===== src/rtl/hs_mem_sdpram_fifo.sv =====
// hs_mem_sdpram_fifo: single-clock FIFO built on a 1W/1R RAM (read latency 1)
// with a 3-entry register output buffer that hides the read latency and
// sustains one item per cycle.
//
// Ports:
//   clk, rst          clock, asynchronous active-high reset
//   clr               synchronous flush (priority over everything)
//   s_data/valid/ready  write stream
//   m_data/valid/ready  read stream (m_data is the head of the output buffer)
//   level             total occupancy: RAM + read in flight + output buffer
//
// hs_mem_sdpram: simple dual-port RAM, registered read, no reset.
//   clk, i_wen/i_waddr/i_wdata write port, i_ren/i_raddr read port, o_rdata.

module hs_mem_sdpram #(
  parameter type         DATA_TYPE  = logic [7:0],
  parameter int unsigned ADDR_WIDTH = 4
) (
  input  logic                  clk,
  input  logic                  i_wen,
  input  logic [ADDR_WIDTH-1:0] i_waddr,
  input  DATA_TYPE              i_wdata,
  input  logic                  i_ren,
  input  logic [ADDR_WIDTH-1:0] i_raddr,
  output DATA_TYPE              o_rdata
);

  localparam int unsigned NUM_WORDS = 2 ** ADDR_WIDTH;

  DATA_TYPE r_mem [NUM_WORDS];

  // Storage array and registered read port
  always_ff @(posedge clk) begin
    if (i_wen) r_mem[i_waddr] <= i_wdata;
    if (i_ren) o_rdata <= r_mem[i_raddr];
  end

endmodule

module hs_mem_sdpram_fifo #(
  parameter type         DATA_TYPE  = logic [7:0],
  parameter int unsigned DATA_DEPTH = 16,
  localparam int unsigned LVL_WIDTH = $clog2(DATA_DEPTH + 4)
) (
  input  logic                 clk,
  input  logic                 rst,
  input  logic                 clr,
  input  DATA_TYPE             s_data,
  input  logic                 s_valid,
  output logic                 s_ready,
  output DATA_TYPE             m_data,
  output logic                 m_valid,
  input  logic                 m_ready,
  output logic [LVL_WIDTH-1:0] level
);

  localparam int unsigned AW = (DATA_DEPTH > 1) ? $clog2(DATA_DEPTH) : 1;
  localparam int unsigned CW = $clog2(DATA_DEPTH + 1);
  localparam int unsigned OB_DEPTH = 3;

  logic [AW-1:0] r_wptr;
  logic [AW-1:0] r_rptr;
  logic [CW-1:0] r_ram_cnt;
  logic          r_inflight;
  logic [1:0]    r_ob_cnt;
  DATA_TYPE      r_ob [OB_DEPTH];

  logic          w_push;
  logic          w_pop;
  logic          w_ren;
  logic [1:0]    w_cap_idx;
  logic [AW-1:0] w_wptr_nxt;
  logic [AW-1:0] w_rptr_nxt;
  DATA_TYPE      w_rdata;

  // Handshakes and read issue; the current pop is intentionally not credited
  always_comb begin
    s_ready = (r_ram_cnt < CW'(DATA_DEPTH)) & ~clr;
    m_valid = (r_ob_cnt != 2'd0) & ~clr;
    w_push  = s_valid & s_ready;
    w_pop   = m_valid & m_ready;
    w_ren   = (r_ram_cnt != CW'(0))
            & ((3'(r_ob_cnt) + 3'(r_inflight)) < 3'd3)
            & ~clr;
  end

  // Pointer wrap for non-power-of-two depths
  always_comb begin
    w_wptr_nxt = (r_wptr == AW'(DATA_DEPTH - 1)) ? '0 : r_wptr + AW'(1);
    w_rptr_nxt = (r_rptr == AW'(DATA_DEPTH - 1)) ? '0 : r_rptr + AW'(1);
  end

  // Returning data lands behind the entries that survive this cycle's pop
  assign w_cap_idx = r_ob_cnt - 2'(w_pop);

  assign m_data = r_ob[0];
  assign level  = LVL_WIDTH'(r_ram_cnt) + LVL_WIDTH'(r_inflight)
                + LVL_WIDTH'(r_ob_cnt);

  hs_mem_sdpram #(
    .DATA_TYPE  (DATA_TYPE),
    .ADDR_WIDTH (AW)
  ) u_ram (
    .clk     (clk),
    .i_wen   (w_push),
    .i_waddr (r_wptr),
    .i_wdata (s_data),
    .i_ren   (w_ren),
    .i_raddr (r_rptr),
    .o_rdata (w_rdata)
  );

  // Pointers, RAM occupancy and in-flight flag
  always_ff @(posedge clk or posedge rst) begin
    if (rst) begin
      r_wptr     <= '0;
      r_rptr     <= '0;
      r_ram_cnt  <= '0;
      r_inflight <= 1'b0;
    end else if (clr) begin
      r_wptr     <= '0;
      r_rptr     <= '0;
      r_ram_cnt  <= '0;
      r_inflight <= 1'b0;
    end else begin
      if (w_push) r_wptr <= w_wptr_nxt;
      if (w_ren)  r_rptr <= w_rptr_nxt;
      case ({w_push, w_ren})
        2'b10:   r_ram_cnt <= r_ram_cnt + CW'(1);
        2'b01:   r_ram_cnt <= r_ram_cnt - CW'(1);
        default: r_ram_cnt <= r_ram_cnt;
      endcase
      r_inflight <= w_ren;
    end
  end

  // Output buffer occupancy; capture and pop together leave it unchanged
  always_ff @(posedge clk or posedge rst) begin
    if (rst) begin
      r_ob_cnt <= 2'd0;
    end else if (clr) begin
      r_ob_cnt <= 2'd0;
    end else begin
      case ({r_inflight, w_pop})
        2'b10:   r_ob_cnt <= r_ob_cnt + 2'd1;
        2'b01:   r_ob_cnt <= r_ob_cnt - 2'd1;
        default: r_ob_cnt <= r_ob_cnt;
      endcase
    end
  end

  // Output buffer data: shift on pop, then write the captured word
  always_ff @(posedge clk) begin
    if (w_pop) begin
      r_ob[0] <= r_ob[1];
      r_ob[1] <= r_ob[2];
    end
    if (r_inflight && !clr) begin
      for (int unsigned i = 0; i < OB_DEPTH; i++) begin
        if (w_cap_idx == 2'(i)) r_ob[i] <= w_rdata;
      end
    end
  end

endmodule


===== config.mk =====
export PLATFORM = sky130hd
export DESIGN_NAME = hs_mem_sdpram_fifo
export DESIGN_NICKNAME = d
export VERILOG_FILES = /design/src/rtl/hs_mem_sdpram_fifo.sv
export SDC_FILE = /design/constraint.sdc
export NUM_CORES = 1
export LEC_CHECK = 0
export BUFFER_PORTS_ARGS = -buffer_cell sky130_fd_sc_hd__buf_2
export CAP_MARGIN = 20
export CORE_MARGIN = 2
export CORE_UTILIZATION = 35
export DETAILED_ROUTE_END_ITERATION = 10
export PLACE_DENSITY_LB_ADDON = 0.1
export SLEW_MARGIN = 20
export SYNTH_ARGS = -nofsm -noshare
export SYNTH_HDL_FRONTEND = slang
export SYNTH_HIERARCHICAL = 1
export SYNTH_SLANG_ARGS = --single-unit

===== constraint.sdc =====
create_clock -name clk -period 3.91 [get_ports clk]
set_input_delay 0.5865 -clock clk [delete_from_list [all_inputs] [get_ports clk]]
set_output_delay 0.5865 -clock clk [all_outputs]
set_load 0.005 [all_outputs]

==> qor.txt <==
Critical Path AT = 3.49 ns
Post-DRT Antenna Nets = 0
CTS tree = done
HPWL after detailed placement = 9.47 mm
Slew margin rel. = 0.299
Worst hold path type = input port to async pin
Final instance area = 0.00838 mm²
Sequential-to-total area share from yosys stat = 0.704
Initial antenna violation count = 0
Filler Cells Inserted = 1899
H-tree Lvls = 4
Post-synthesis cell count = 411
Commonest cells after routing, fill and taps aside = 160 x edfxtp_1, 27 x buf_2, 25 x nor2_1
Vias per inst = 5.07
Max Freq = 0.318 GHz
Slowest-stage cell, CP = dfrtp_1
Final Util = 0.401
Slew Limit Fails = 0
Post-synth cell types = 52
Die Wd = 149 µm
Power Dens Cells = 608 mW/mm²
Final Wtd Congestion = 0.728
I/O pins = 28
Startpoint class of the critical path = register
Warnings, synthesis = 6
Pre-antenna DRT Iters = 4
VDD IR max = 0.318 mV
Comb pwr share = 0.192
Post-Route WL = 14.8 mm
Initial core utilization = 0.354
Crit. End Element = register
Synthesized netlist net count = 436
Status = finished, final reports clean
Die height = 149 µm
Total track usage = 0.142
Flop pwr share = 0.477
Clock power frac = 0.331
Setup TNS = 0 ns
Reg2reg path depth = 11
Int Pwr = 3.68 mW
Post-CTS sizing = 0
Max_cap viols = 0
N_diodes = 0
WL per Instance = 20.2 µm
Clock Tree Root = clkbuf_16
Synth Cell Area = 0.00740 mm²
Share of cells above drive strength 1 = 0.247
Clock transition at path regs = 0.07 ns
Row cnt = 53
Post-synth EDFFs = 160
Most common cell after layout, fill and taps aside = edfxtp_1
Hold-fix buffers at CTS = 0
Worst path cell trace = ha_1 > ha_1 > a21oi_1 > o21ai_2 > nor3_1 > inv_1 > fa_1 > nand2b_1 > a21oi_1 > o21ai_0 > a31oi_1
Sw Ratio = 0.278
Max incr delay on CP = 0.44 ns
LEAKAGE = 2.84 nW
Core area = 0.0209 mm²
Fin crit share = 0.805
Worst-path maximum fanout = 10
Largest net degree at the start of global routing = 37
Clk buf depth = 2
Slew @ Worst Pin = 1.05 ns
# clock sinks = 176
Clock Latency Late Sink = 0.43 ns
Setup-failing EPs final = 0
Via count = 3711
NetSw = 1.42 mW
# Post-CTS Setup Buffers = 0
Post-layout minimum cycle time = 3.15 ns
Synthesis-to-layout area growth = 13.2%
Total grt overflow = 0
First-pass GRT wire length = 22.8 mm
Synth Area per Inst = 18.0 µm²
Reg2reg setup slack = 0.76 ns
DIE AREA = 0.0223 mm²
Iter 0 DRT Violations = 154
Predominant post-synthesis flop cell = edfxtp_1
Post-route DRC = 0
WHS = 0.249 ns
Asr flop ratio synth = 0.0909
Clock Skews = 0.0104 ns
Worst Path Required = 4.25 ns
#FFs+latches synth = 176
Nets@finish = 469
Crit Path Class = register to register
IO Port Bufs = 27
Vias in the first global route = 3842
Final hold vios = 0
Number of buffers created by CTS = 17
RSZ-0062 raised after global routing = no
Placed inst area = 0.00779 mm²
==> final cells by class <==
cell class	count	area, µm²	share of cell area
Timing Repair Buffer	38	218	0.0260
Sequential cell	176	5210	0.622
Tap cell	275	344	0.0411
Multi-Input combinational cell	199	1980	0.236
Inverter	12	45.0	0.00538
Clock buffer	19	433	0.0517
Clock inverter	13	154	0.0184
==> logic make-up after synthesis <==
family | share of synthesized area
buf+inv | 0.0299
mux | 0.130
simple gates | 0.0556
xor+xnor | 0.0107
flops | 0.704
fa+ha+maj | 0.0233
compound gates | 0.0465
==> per-stage QoR <==
stage / cells / setup slack, ns / power [mW]
2_1_floorplan: 411 / 1.12 / 3.18
3_3_place_gp: 700 / 0.935 / 3.45
3_5_place_dp: 700 / 0.768 / 3.47
4_1_cts: 732 / 0.774 / 5.18
5_1_grt: 732 / 0.568 / 5.35
6_report: 732 / 0.764 / 5.10
==> cell usage after synthesis, types with 5 or more instances <==
cell type,number,area (µm²)
a21oi_1,11,55.1
mux4_2,18,405
xnor2_1,5,43.8
dfrtp_1,16,400
inv_1,12,45.0
o21ai_0,5,25.0
nand3_1,5,25.0
mux2_2,16,180
nor3_1,5,25.0
a22oi_1,16,120
nor2_1,25,93.8
ha_1,9,113
nand2_1,18,67.6
mux4_1,14,368
buf_4,9,67.6
edfxtp_1,160,4800
==> metal layers <==
metal | routed length [µm] | part of all wire | global-route usage | vias to the layer above
met5 | 0 | 0 | 0 | -
met4 | 212 | 0.014 | 0.0557 | 0
met3 | 370 | 0.025 | 0.0266 | 19
met2 | 7450 | 0.51 | 0.236 | 50
met1 | 6720 | 0.46 | 0.183 | 1937
li1 | - | - | - | 1705
==> final timing paths <==
| check | startpoint | to |
|---|---|---|
| worst max-delay path | r_inflight | r_ram_cnt[4] |
| worst min-delay path | rst | r_ram_cnt[3] |
| worst max register to register | r_inflight | r_ram_cnt[4] |
| worst min register to register | u_ram/o_rdata[0] | r_ob[0][16] |
| max in group asynchronous | rst | r_rptr[1] |
| min in group clk | m_ready | r_ob_cnt[1] |
==> worst max-delay path: cells and delay by family (launching register included) <==
family | cells | cell delay (ns)
adder cells (fa/ha/maj) | 3 | 0.92
flip-flops | 1 | 0.44
AND/OR/NAND/NOR | 2 | 0.58
buffers and inverters | 1 | 0.11
AO/OA/AOI/OAI | 5 | 1.03
==> registers in the layout, summed over array words and instances, names as in the netlist <==
register       count
r_inflight         1
r_wptr             4
u_ram/r_mem      128
r_ob_cnt           2
u_ram/o_rdata      8
r_ram_cnt          5
r_ob              24
r_rptr             4
==> power by group through the flow <==
stage,combinational (mW),sequential (mW),clock [mW]
after floorplan,0.828,2.35,0
after CTS,1.00,2.44,1.74
after global routing,1.08,2.46,1.81
after global placement,0.980,2.47,0
final,0.979,2.43,1.69
after detailed placement,0.996,2.48,0
(Power assumes the default switching activity.)
